### config.mk
export PLATFORM = sky130hd
export DESIGN_NAME = ob_host_if_flat
export DESIGN_NICKNAME = d
export VERILOG_FILES = /design/src/rtl/ob_host_if_if.sv /design/src/rtl/ob_host_if.sv /design/src/flat_wrapper.sv
export SDC_FILE = /design/constraint.sdc
export NUM_CORES = 1
export LEC_CHECK = 0
export CAP_MARGIN = 20
export CORE_ASPECT_RATIO = 0.6
export CORE_MARGIN = 5
export CORE_UTILIZATION = 47
export DETAILED_ROUTE_END_ITERATION = 7
export PLACE_DENSITY = 0.76
export SYNTH_ARGS = -nofsm -noshare
export SYNTH_HDL_FRONTEND = slang
export SYNTH_SLANG_ARGS = --single-unit
### constraint.sdc
create_clock -name clk -period 3.11 [get_ports clk]
set_clock_uncertainty 0.1 [all_clocks]
set_input_delay 0.4665 -clock clk [delete_from_list [all_inputs] [get_ports clk]]
set_output_delay 0.4665 -clock clk [all_outputs]
set_load 0.01 [all_outputs]
### src/rtl/ob_host_if_if.sv
// Host/order-book bundle for ob_host_if.
// master = the initiator block, slave = host plus order book.
interface ob_host_if_if #(
  parameter int CMD_W = 64,
  parameter int RSP_W = 64,
  parameter int OUT_W = 3
);
  logic             host_cmd_vld;
  logic [CMD_W-1:0] host_cmd;
  logic             host_cmd_rdy;
  logic             cmd_vld_r;
  logic [CMD_W-1:0] cmd_r;
  logic             cmd_full_r;
  logic             rsp_vld;
  logic [RSP_W-1:0] rsp;
  logic             rsp_accept;
  logic             host_rsp_vld;
  logic [RSP_W-1:0] host_rsp;
  logic             host_rsp_rdy;
  logic             drain;
  logic             drain_done;
  logic [OUT_W-1:0] outstanding;
  logic             err_timeout;
  logic             err_unexp;
  logic             err_clr;

  modport master (
    input  host_cmd_vld, host_cmd,
    output host_cmd_rdy,
    output cmd_vld_r, cmd_r,
    input  cmd_full_r,
    input  rsp_vld, rsp,
    output rsp_accept,
    output host_rsp_vld, host_rsp,
    input  host_rsp_rdy,
    input  drain,
    output drain_done,
    output outstanding, err_timeout, err_unexp,
    input  err_clr
  );

  modport slave (
    output host_cmd_vld, host_cmd,
    input  host_cmd_rdy,
    input  cmd_vld_r, cmd_r,
    output cmd_full_r,
    output rsp_vld, rsp,
    input  rsp_accept,
    input  host_rsp_vld, host_rsp,
    output host_rsp_rdy,
    output drain,
    input  drain_done,
    input  outstanding, err_timeout, err_unexp,
    output err_clr
  );
endinterface

### src/rtl/ob_host_if.sv
// Host-side order-book initiator: command stage, credit limit,
// response FIFO, watchdog, drain control and sticky error flags.
module ob_host_if #(
  parameter int CMD_W           = 64,
  parameter int RSP_W           = 64,
  parameter int MAX_OUTSTANDING = 4,
  parameter int RSP_DEPTH       = 4,
  parameter int TIMEOUT         = 1024
) (
  input logic          clk,
  input logic          rst,
  ob_host_if_if.master bus
);

  localparam int OW = $clog2(MAX_OUTSTANDING + 1);
  localparam int AW = $clog2(RSP_DEPTH);
  localparam int CW = AW + 1;
  localparam int WW = $clog2(TIMEOUT + 1);
  localparam logic [OW-1:0] MAXO = OW'(MAX_OUTSTANDING);
  localparam logic [CW-1:0] DEPC = CW'(RSP_DEPTH);
  localparam logic [WW-1:0] TOC  = WW'(TIMEOUT);
  localparam logic [WW-1:0] TOM1 = WW'(TIMEOUT - 1);

  typedef enum logic [1:0] {
    S_RUN,
    S_DRAIN,
    S_DONE
  } state_t;

  state_t           r_state;
  state_t           w_state_nxt;
  logic             r_alive;
  logic             r_stage_vld;
  logic [CMD_W-1:0] r_stage;
  logic             r_cmd_vld;
  logic [CMD_W-1:0] r_cmd;
  logic [OW-1:0]    r_outst;
  logic [OW-1:0]    w_outst_nxt;
  logic [WW-1:0]    r_wd;
  logic             r_err_to;
  logic             r_err_ux;
  logic [RSP_W-1:0] r_mem [RSP_DEPTH];
  logic [AW-1:0]    r_wr;
  logic [AW-1:0]    r_rd;
  logic [CW-1:0]    r_cnt;

  logic w_issue;
  logic w_cmd_hs;
  logic w_rsp_hs;
  logic w_pop;
  logic w_dec;
  logic w_unexp;
  logic w_to_set;
  logic w_full;
  logic w_empty;
  logic w_rdy;
  logic w_acc;

  assign w_full   = (r_cnt == DEPC);
  assign w_empty  = (r_cnt == '0);
  assign w_issue  = r_stage_vld & ~bus.cmd_full_r & (r_outst < MAXO);
  assign w_rdy    = r_alive & (r_state == S_RUN) & (~r_stage_vld | w_issue);
  assign w_acc    = r_alive & ~w_full;
  assign w_cmd_hs = bus.host_cmd_vld & w_rdy;
  assign w_rsp_hs = bus.rsp_vld & w_acc;
  assign w_pop    = ~w_empty & bus.host_rsp_rdy;
  assign w_dec    = w_rsp_hs & (r_outst != '0);
  assign w_unexp  = w_rsp_hs & (r_outst == '0);
  assign w_to_set = (r_outst != '0) & ~w_rsp_hs & (r_wd >= TOM1);

  assign bus.host_cmd_rdy = w_rdy;
  assign bus.cmd_vld_r    = r_cmd_vld;
  assign bus.cmd_r        = r_cmd;
  assign bus.rsp_accept   = w_acc;
  assign bus.host_rsp_vld = ~w_empty;
  assign bus.host_rsp     = r_mem[r_rd];
  assign bus.drain_done   = (r_state == S_DONE);
  assign bus.outstanding  = r_outst;
  assign bus.err_timeout  = r_err_to;
  assign bus.err_unexp    = r_err_ux;

  always_comb begin
    w_outst_nxt = r_outst;
    if (w_issue && !w_dec)
      w_outst_nxt = r_outst + 1'b1;
    else if (w_dec && !w_issue)
      w_outst_nxt = r_outst - 1'b1;
  end

  always_comb begin
    w_state_nxt = r_state;
    unique case (r_state)
      S_RUN: begin
        if (bus.drain) w_state_nxt = S_DRAIN;
      end
      S_DRAIN: begin
        if (!bus.drain)
          w_state_nxt = S_RUN;
        else if (!r_stage_vld && r_outst == '0 && w_empty)
          w_state_nxt = S_DONE;
      end
      S_DONE: begin
        if (!bus.drain) w_state_nxt = S_RUN;
      end
      default: w_state_nxt = S_RUN;
    endcase
  end

  always_ff @(posedge clk or negedge rst) begin
    if (!rst) begin
      r_state     <= S_RUN;
      r_alive     <= 1'b0;
      r_stage_vld <= 1'b0;
      r_stage     <= '0;
      r_cmd_vld   <= 1'b0;
      r_cmd       <= '0;
      r_outst     <= '0;
    end else begin
      r_state   <= w_state_nxt;
      r_alive   <= 1'b1;
      r_cmd_vld <= w_issue;
      r_outst   <= w_outst_nxt;
      if (w_issue) r_cmd <= r_stage;
      if (w_cmd_hs) begin
        r_stage_vld <= 1'b1;
        r_stage     <= bus.host_cmd;
      end else if (w_issue) begin
        r_stage_vld <= 1'b0;
      end
    end
  end

  // Watchdog saturates at TIMEOUT; a set in the clear cycle wins.
  always_ff @(posedge clk or negedge rst) begin
    if (!rst) begin
      r_wd     <= '0;
      r_err_to <= 1'b0;
      r_err_ux <= 1'b0;
    end else begin
      if (r_outst == '0 || w_rsp_hs)
        r_wd <= '0;
      else if (r_wd != TOC)
        r_wd <= r_wd + 1'b1;
      r_err_to <= w_to_set | (r_err_to & ~bus.err_clr);
      r_err_ux <= w_unexp | (r_err_ux & ~bus.err_clr);
    end
  end

  always_ff @(posedge clk or negedge rst) begin
    if (!rst) begin
      r_wr  <= '0;
      r_rd  <= '0;
      r_cnt <= '0;
    end else begin
      if (w_rsp_hs) r_wr <= r_wr + 1'b1;
      if (w_pop) r_rd <= r_rd + 1'b1;
      if (w_rsp_hs && !w_pop)
        r_cnt <= r_cnt + 1'b1;
      else if (w_pop && !w_rsp_hs)
        r_cnt <= r_cnt - 1'b1;
    end
  end

  always_ff @(posedge clk) begin
    if (w_rsp_hs) r_mem[r_wr] <= bus.rsp;
  end

endmodule
### src/flat_wrapper.sv
// flat-port wrapper written by rule: the top's interface ports become plain ports
module ob_host_if_flat 
#(
  parameter int CMD_W           = 64,
  parameter int RSP_W           = 64,
  parameter int MAX_OUTSTANDING = 4,
  parameter int RSP_DEPTH       = 4,
  parameter int TIMEOUT         = 1024
)
  (clk, rst, bus_host_cmd_vld, bus_host_cmd, bus_host_cmd_rdy, bus_cmd_vld_r, bus_cmd_r, bus_cmd_full_r, bus_rsp_vld, bus_rsp, bus_rsp_accept, bus_host_rsp_vld, bus_host_rsp, bus_host_rsp_rdy, bus_drain, bus_drain_done, bus_outstanding, bus_err_timeout, bus_err_unexp, bus_err_clr);
  ob_host_if_if #(.CMD_W(CMD_W), .RSP_W(RSP_W)) bus_i ();
  input logic clk;
  input logic rst;
  input wire logic [$bits(bus_i.host_cmd_vld)-1:0] bus_host_cmd_vld;
  input wire logic [$bits(bus_i.host_cmd)-1:0] bus_host_cmd;
  output wire logic [$bits(bus_i.host_cmd_rdy)-1:0] bus_host_cmd_rdy;
  output wire logic [$bits(bus_i.cmd_vld_r)-1:0] bus_cmd_vld_r;
  output wire logic [$bits(bus_i.cmd_r)-1:0] bus_cmd_r;
  input wire logic [$bits(bus_i.cmd_full_r)-1:0] bus_cmd_full_r;
  input wire logic [$bits(bus_i.rsp_vld)-1:0] bus_rsp_vld;
  input wire logic [$bits(bus_i.rsp)-1:0] bus_rsp;
  output wire logic [$bits(bus_i.rsp_accept)-1:0] bus_rsp_accept;
  output wire logic [$bits(bus_i.host_rsp_vld)-1:0] bus_host_rsp_vld;
  output wire logic [$bits(bus_i.host_rsp)-1:0] bus_host_rsp;
  input wire logic [$bits(bus_i.host_rsp_rdy)-1:0] bus_host_rsp_rdy;
  input wire logic [$bits(bus_i.drain)-1:0] bus_drain;
  output wire logic [$bits(bus_i.drain_done)-1:0] bus_drain_done;
  output wire logic [$bits(bus_i.outstanding)-1:0] bus_outstanding;
  output wire logic [$bits(bus_i.err_timeout)-1:0] bus_err_timeout;
  output wire logic [$bits(bus_i.err_unexp)-1:0] bus_err_unexp;
  input wire logic [$bits(bus_i.err_clr)-1:0] bus_err_clr;
  assign bus_i.host_cmd_vld = bus_host_cmd_vld;
  assign bus_i.host_cmd = bus_host_cmd;
  assign bus_host_cmd_rdy = bus_i.host_cmd_rdy;
  assign bus_cmd_vld_r = bus_i.cmd_vld_r;
  assign bus_cmd_r = bus_i.cmd_r;
  assign bus_i.cmd_full_r = bus_cmd_full_r;
  assign bus_i.rsp_vld = bus_rsp_vld;
  assign bus_i.rsp = bus_rsp;
  assign bus_rsp_accept = bus_i.rsp_accept;
  assign bus_host_rsp_vld = bus_i.host_rsp_vld;
  assign bus_host_rsp = bus_i.host_rsp;
  assign bus_i.host_rsp_rdy = bus_host_rsp_rdy;
  assign bus_i.drain = bus_drain;
  assign bus_drain_done = bus_i.drain_done;
  assign bus_outstanding = bus_i.outstanding;
  assign bus_err_timeout = bus_i.err_timeout;
  assign bus_err_unexp = bus_i.err_unexp;
  assign bus_i.err_clr = bus_err_clr;
  ob_host_if #(.CMD_W(CMD_W), .RSP_W(RSP_W), .MAX_OUTSTANDING(MAX_OUTSTANDING), .RSP_DEPTH(RSP_DEPTH), .TIMEOUT(TIMEOUT)) u_core (.clk(clk), .rst(rst), .bus(bus_i));
endmodule
==> impl_metrics.prom, run 1 <==
# TYPE chip_impl_metric gauge
chip_impl_metric{name="cts.htree.levels",unit=""} 2
chip_impl_info{name="rsz0062_at_grt",value="false"} 1
chip_impl_metric{name="maximum_number_of_pins_on_one_net_before_global_route_repair",unit=""} 66
chip_impl_info{name="timing.critical_path.from_type",value="flip-flop"} 1
chip_impl_metric{name="row_count",unit=""} 51
chip_impl_info{name="list_of_cells_traversed_by_the_critical_path",value="buf_12 > buf_12 > mux4_2 > clkdlybuf4s50_1"} 1
chip_impl_info{name="timing.critical_path.to_type",value="primary output"} 1
chip_impl_metric{name="cts_repair_resized_insts",unit=""} 0
chip_impl_metric{name="cts.sink_count",unit=""} 412
chip_impl_metric{name="avgViaCountPerCell",unit=""} 5.25
chip_impl_metric{name="final_antenna_net_count",unit=""} 0
chip_impl_metric{name="layout_cells_sized_above_1",unit=""} 0.267
chip_impl_metric{name="fin_tns_setup",unit="ns"} 0
chip_impl_metric{name="firstDrtPassIters",unit=""} 5
chip_impl_metric{name="first_global_vias",unit=""} 8687
chip_impl_metric{name="die_width",unit="um"} 243
chip_impl_info{name="critical_path_class",value="flip-flop to primary output"} 1
chip_impl_metric{name="design.die.area",unit="sq um"} 36500
chip_impl_metric{name="initial_utilization",unit=""} 0.475
chip_impl_metric{name="pwr-share-comb",unit=""} 0.328
chip_impl_metric{name="cellLeakagePower",unit="nW"} 7.31
chip_impl_metric{name="cp_max_fo",unit=""} 19
chip_impl_metric{name="share_of_the_yosys_chip_area_belonging_to_registers",unit=""} 0.755
chip_impl_metric{name="yosysUniqueCellTypes",unit=""} 41
chip_impl_metric{name="layout_min_cycle_time",unit="ns"} 2.97
chip_impl_info{name="cts_root_buf",value="clkbuf_16"} 1
chip_impl_metric{name="cap_viol_max_count",unit=""} 0
chip_impl_metric{name="finalNetCount",unit=""} 1203
chip_impl_metric{name="power.share.switching",unit=""} 0.273
chip_impl_metric{name="synthToLayoutAreaGrowth",unit="%"} 31.6
chip_impl_metric{name="yosys_warnings",unit=""} 0
chip_impl_metric{name="worst-endpoint-arrival",unit="ns"} 2.40
chip_impl_metric{name="post-dp-hpwl",unit="mm"} 21.9
chip_impl_metric{name="floorplan.io_pins",unit=""} 274
chip_impl_metric{name="routedWlPerCell",unit="um"} 21.8
chip_impl_metric{name="synth_cells",unit=""} 740
chip_impl_metric{name="die-height",unit="um"} 150
chip_impl_metric{name="finish.cell_count_without_fillers",unit=""} 1514
chip_impl_metric{name="synth.cell_area",unit="sq um"} 15400
chip_impl_metric{name="finished_core_util",unit=""} 0.625
chip_impl_metric{name="final-seq-area",unit="sq um"} 11600
chip_impl_metric{name="detailedRoute.firstIterationViolations",unit=""} 459
chip_impl_metric{name="final_global_route_overflow_total",unit=""} 0
chip_impl_metric{name="floorplan.core_area",unit="sq um"} 32400
chip_impl_metric{name="slew_violations",unit=""} 0
chip_impl_metric{name="cell_internal_power",unit="mW"} 13.5
chip_impl_metric{name="vias",unit=""} 7947
chip_impl_metric{name="n_fill_cell",unit=""} 2278
chip_impl_metric{name="highest_attainable_clock_frequency",unit="GHz"} 0.337
chip_impl_metric{name="first_pass_grt_wire_length",unit="mm"} 51.2
chip_impl_metric{name="clkTransAtPathRegs",unit="ns"} 0.06
chip_impl_info{name="status",value="completed"} 1
chip_impl_info{name="crit_slowest_cell",value="mux4_2"} 1
chip_impl_metric{name="crit_path_max_incr_delay",unit="ns"} 0.55
chip_impl_metric{name="mappedNetlistNets",unit=""} 886
chip_impl_metric{name="port_buffers",unit=""} 273
chip_impl_metric{name="cp.required",unit="ns"} 2.54
chip_impl_info{name="cpMostUsedCell",value="buf_12"} 1
chip_impl_metric{name="share_seq_of_total_power",unit=""} 0.420
chip_impl_metric{name="vdd_ir_drop_max",unit="V"} 0.000629
chip_impl_metric{name="routed_wl",unit="mm"} 33.1
chip_impl_metric{name="hold-worst-slack",unit="ns"} 0.394
chip_impl_metric{name="max_slew_margin",unit=""} 0.594
chip_impl_metric{name="postSynthAreaPerCell",unit="sq um"} 20.8
chip_impl_metric{name="post-route-drc-count",unit=""} 0
chip_impl_metric{name="clock_latency",unit="ns"} 0.54
chip_impl_metric{name="p_per_area",unit="nW/um^2"} 917
chip_impl_metric{name="dp.cells",unit=""} 1436
chip_impl_info{name="worstHoldPathType",value="flip-flop to flip-flop"} 1
chip_impl_metric{name="postSynthRegisterBits",unit=""} 412
chip_impl_metric{name="placedInstanceArea",unit="sq um"} 18900
chip_impl_metric{name="number_of_antenna_violations_at_the_first_check_in_global_routing",unit=""} 3
chip_impl_metric{name="place.gp.congestion",unit=""} 0.736
chip_impl_metric{name="fin_area",unit="sq um"} 20200
chip_impl_metric{name="hold_violations",unit=""} 0
chip_impl_metric{name="multi_input_area",unit="sq um"} 3620
chip_impl_metric{name="final_setup_violation_count",unit=""} 0
chip_impl_metric{name="cts_buffers",unit=""} 39
chip_impl_metric{name="cts-root-to-sink-buffers",unit=""} 3
chip_impl_metric{name="netSwitchingPower",unit="mW"} 5.06
chip_impl_info{name="cts_tree",value="yes"} 1
chip_impl_metric{name="share_clk_of_total_power",unit=""} 0.252
chip_impl_metric{name="grt_util_all_layers",unit=""} 0.181
chip_impl_metric{name="final_min_period_over_clock_period",unit=""} 0.954
chip_impl_metric{name="measured_slew_at_the_worst_slew_check_pin",unit="ns"} 0.609
[placed cells by master (no fill, tap or decap), types with 2 or more instances in the layout]
cell and count:
inv_6 3, nand2_1 7, mux2_2 131, dfrtp_1 154, and2_4 4, clkinv_2 4
nand2b_1 2, clkbuf_1 14, inv_1 8, fa_1 2, clkdlybuf4s50_1 272, edfxtp_1 256
or4_1 3, mux4_2 64, or3_1 6, clkbuf_8 2, o21ai_0 5, bufinv_16 4
nor2_1 6, xnor2_1 5, nor2b_1 4, buf_12 17, clkinv_1 5, nand4_1 4
buf_4 14, a21oi_1 8, clkbuf_16 39, o31ai_1 3, nand3_1 5, xor2_1 6
ha_1 8, diode_2 2
[per-stage QoR]
step                power, mW  setup slack [ns]
floorplan                10.8             0.152
global placement         13.8             0.564
detailed placement       14.0             0.535
CTS                      18.8             0.103
global route             19.5            0.0562
finish                   18.5             0.144
[flip-flops by register name, indices dropped and copies added (netlist names)]
signal and cells:
u_core.bus.cmd_r 64, u_core.bus.cmd_vld_r 1, u_core.bus.err_timeout 1, u_core.bus.err_unexp 1, u_core.bus.outstanding 3, u_core.r_alive 1
u_core.r_cnt 3, u_core.r_mem 256, u_core.r_rd 2, u_core.r_stage 64, u_core.r_stage_vld 1, u_core.r_state 2
u_core.r_wd 11, u_core.r_wr 2
[power groups by stage]
| stage | clock (mW) | combinational (mW) | sequential (mW) |
|---|---|---|---|
| 2_1_floorplan | 0 | 2.88 | 7.88 |
| 3_3_place_gp | 0 | 5.99 | 7.85 |
| 3_5_place_dp | 0 | 6.08 | 7.93 |
| 4_1_cts | 4.82 | 6.23 | 7.79 |
| 5_1_grt | 5.06 | 6.51 | 7.92 |
| 6_report | 4.67 | 6.08 | 7.78 |
[metal layers]
metal,GRT usage,wire length [um],vias up
li1,-,-,3559
met1,0.246,14200,4141
met4,0.0482,694,2
met2,0.300,16500,191
met3,0.0405,1680,54
met5,0,13,-
[cells in the mapped netlist (all sizes together)]
| cell type | number | share of area |
|---|---|---|
| nor2 | 6 | 0.0015 |
| a211oi | 1 | 0.00049 |
| o21ai | 6 | 0.0020 |
| conb | 1 | 0.00024 |
| nor2b | 4 | 0.0016 |
| mux2 | 131 | 0.096 |
| or2 | 1 | 0.00041 |
| o32ai | 1 | 0.00057 |
| nand2b | 2 | 0.00081 |
| nand4bb | 1 | 0.00073 |
| xor2 | 6 | 0.0034 |
| a2bb2oi | 1 | 0.00057 |
| a22o | 1 | 0.00057 |
| or4 | 4 | 0.0022 |
| ha | 8 | 0.0065 |
| dfrtp | 156 | 0.25 |
| o311ai | 1 | 0.00057 |
| clkbuf | 4 | 0.00098 |
| fa | 2 | 0.0026 |
| nor4 | 1 | 0.00041 |
| nand2 | 7 | 0.0017 |
| xnor2 | 5 | 0.0029 |
| a21oi | 8 | 0.0026 |
| or3 | 6 | 0.0024 |
| nand4 | 4 | 0.0016 |
| edfxtp | 256 | 0.50 |
| nor3b | 2 | 0.00098 |
| nor4b | 1 | 0.00057 |
| and2 | 4 | 0.0016 |
| buf | 25 | 0.0079 |
| nor3 | 1 | 0.00033 |
| nand3 | 5 | 0.0016 |
| o31a | 1 | 0.00065 |
| mux4 | 64 | 0.094 |
| inv | 8 | 0.0020 |
| and3 | 1 | 0.00041 |
| or2b | 1 | 0.00049 |
| o31ai | 3 | 0.0015 |
[path summary, 6_finish.rpt]
kind,from,to,slack [ns],cells past startpoint
hold / removal,u_core.r_stage[44]$_DFFE_PN0P_,u_core.bus.cmd_r[44]$_DFFE_PN0P_,0.39,1
setup / recovery,u_core.r_rd[0]$_DFFE_PN0P_,bus_host_rsp[37],0.14,4
min in group asynchronous,rst,u_core.r_rd[0]$_DFFE_PN0P_,0.41,2
hold reg to reg,u_core.r_stage[44]$_DFFE_PN0P_,u_core.bus.cmd_r[44]$_DFFE_PN0P_,0.39,1
max in group asynchronous,rst,u_core.bus.cmd_r[27]$_DFFE_PN0P_,1.79,3
setup reg to reg,u_core.r_cnt[0]$_DFFE_PN0P_,u_core.bus.outstanding[2]$_DFFE_PN0P_,0.65,9
[repair_timing]
item / CTS / global route
hold buffers: 1 / 0
setup endpoints to repair: 10 / 0
buffers inserted: 3 / 0
hold endpoints to repair: 60 / 0
[layout make-up]
class / instances / area share
Sequential cell: 412 / 0.574
Antenna cell: 2 / 0.000248
Tap cell: 424 / 0.0262
Inverter: 8 / 0.00149
Clock inverter: 17 / 0.00953
Multi-Input combinational cell: 291 / 0.179
Clock buffer: 55 / 0.0522
Timing Repair Buffer: 305 / 0.158
[cell families (layout without fill, tap and decap cells)]
family | count (synthesis) | after routing | share of synthesized area
and+or+nand+nor | 51 | 51 | 0.0195
muxes | 195 | 195 | 0.190
adders and majority gates | 10 | 10 | 0.00912
DFF | 412 | 412 | 0.755
xor gates and xnor gates | 11 | 11 | 0.00627
AOI/OAI and AO/OA | 23 | 23 | 0.00945
buffers and inverters | 37 | 385 | 0.0108
other | 1 | 3 | 0.000244
[critical path, delay by kind of cell, from the launching register on]
family                 cells  cell delay [ns]
flip-flops                 1             0.47
buffers and inverters      3             0.81
multiplexers               1             0.55
Note: power is estimated with default switching activity, not from simulation.
==> run 2, diff against run 1 <==
SKIP_LAST_GASP = 1   (was not set)
==> results of run 2 <==
No change in the layout: final DEF, timing and power equal those of run 1.
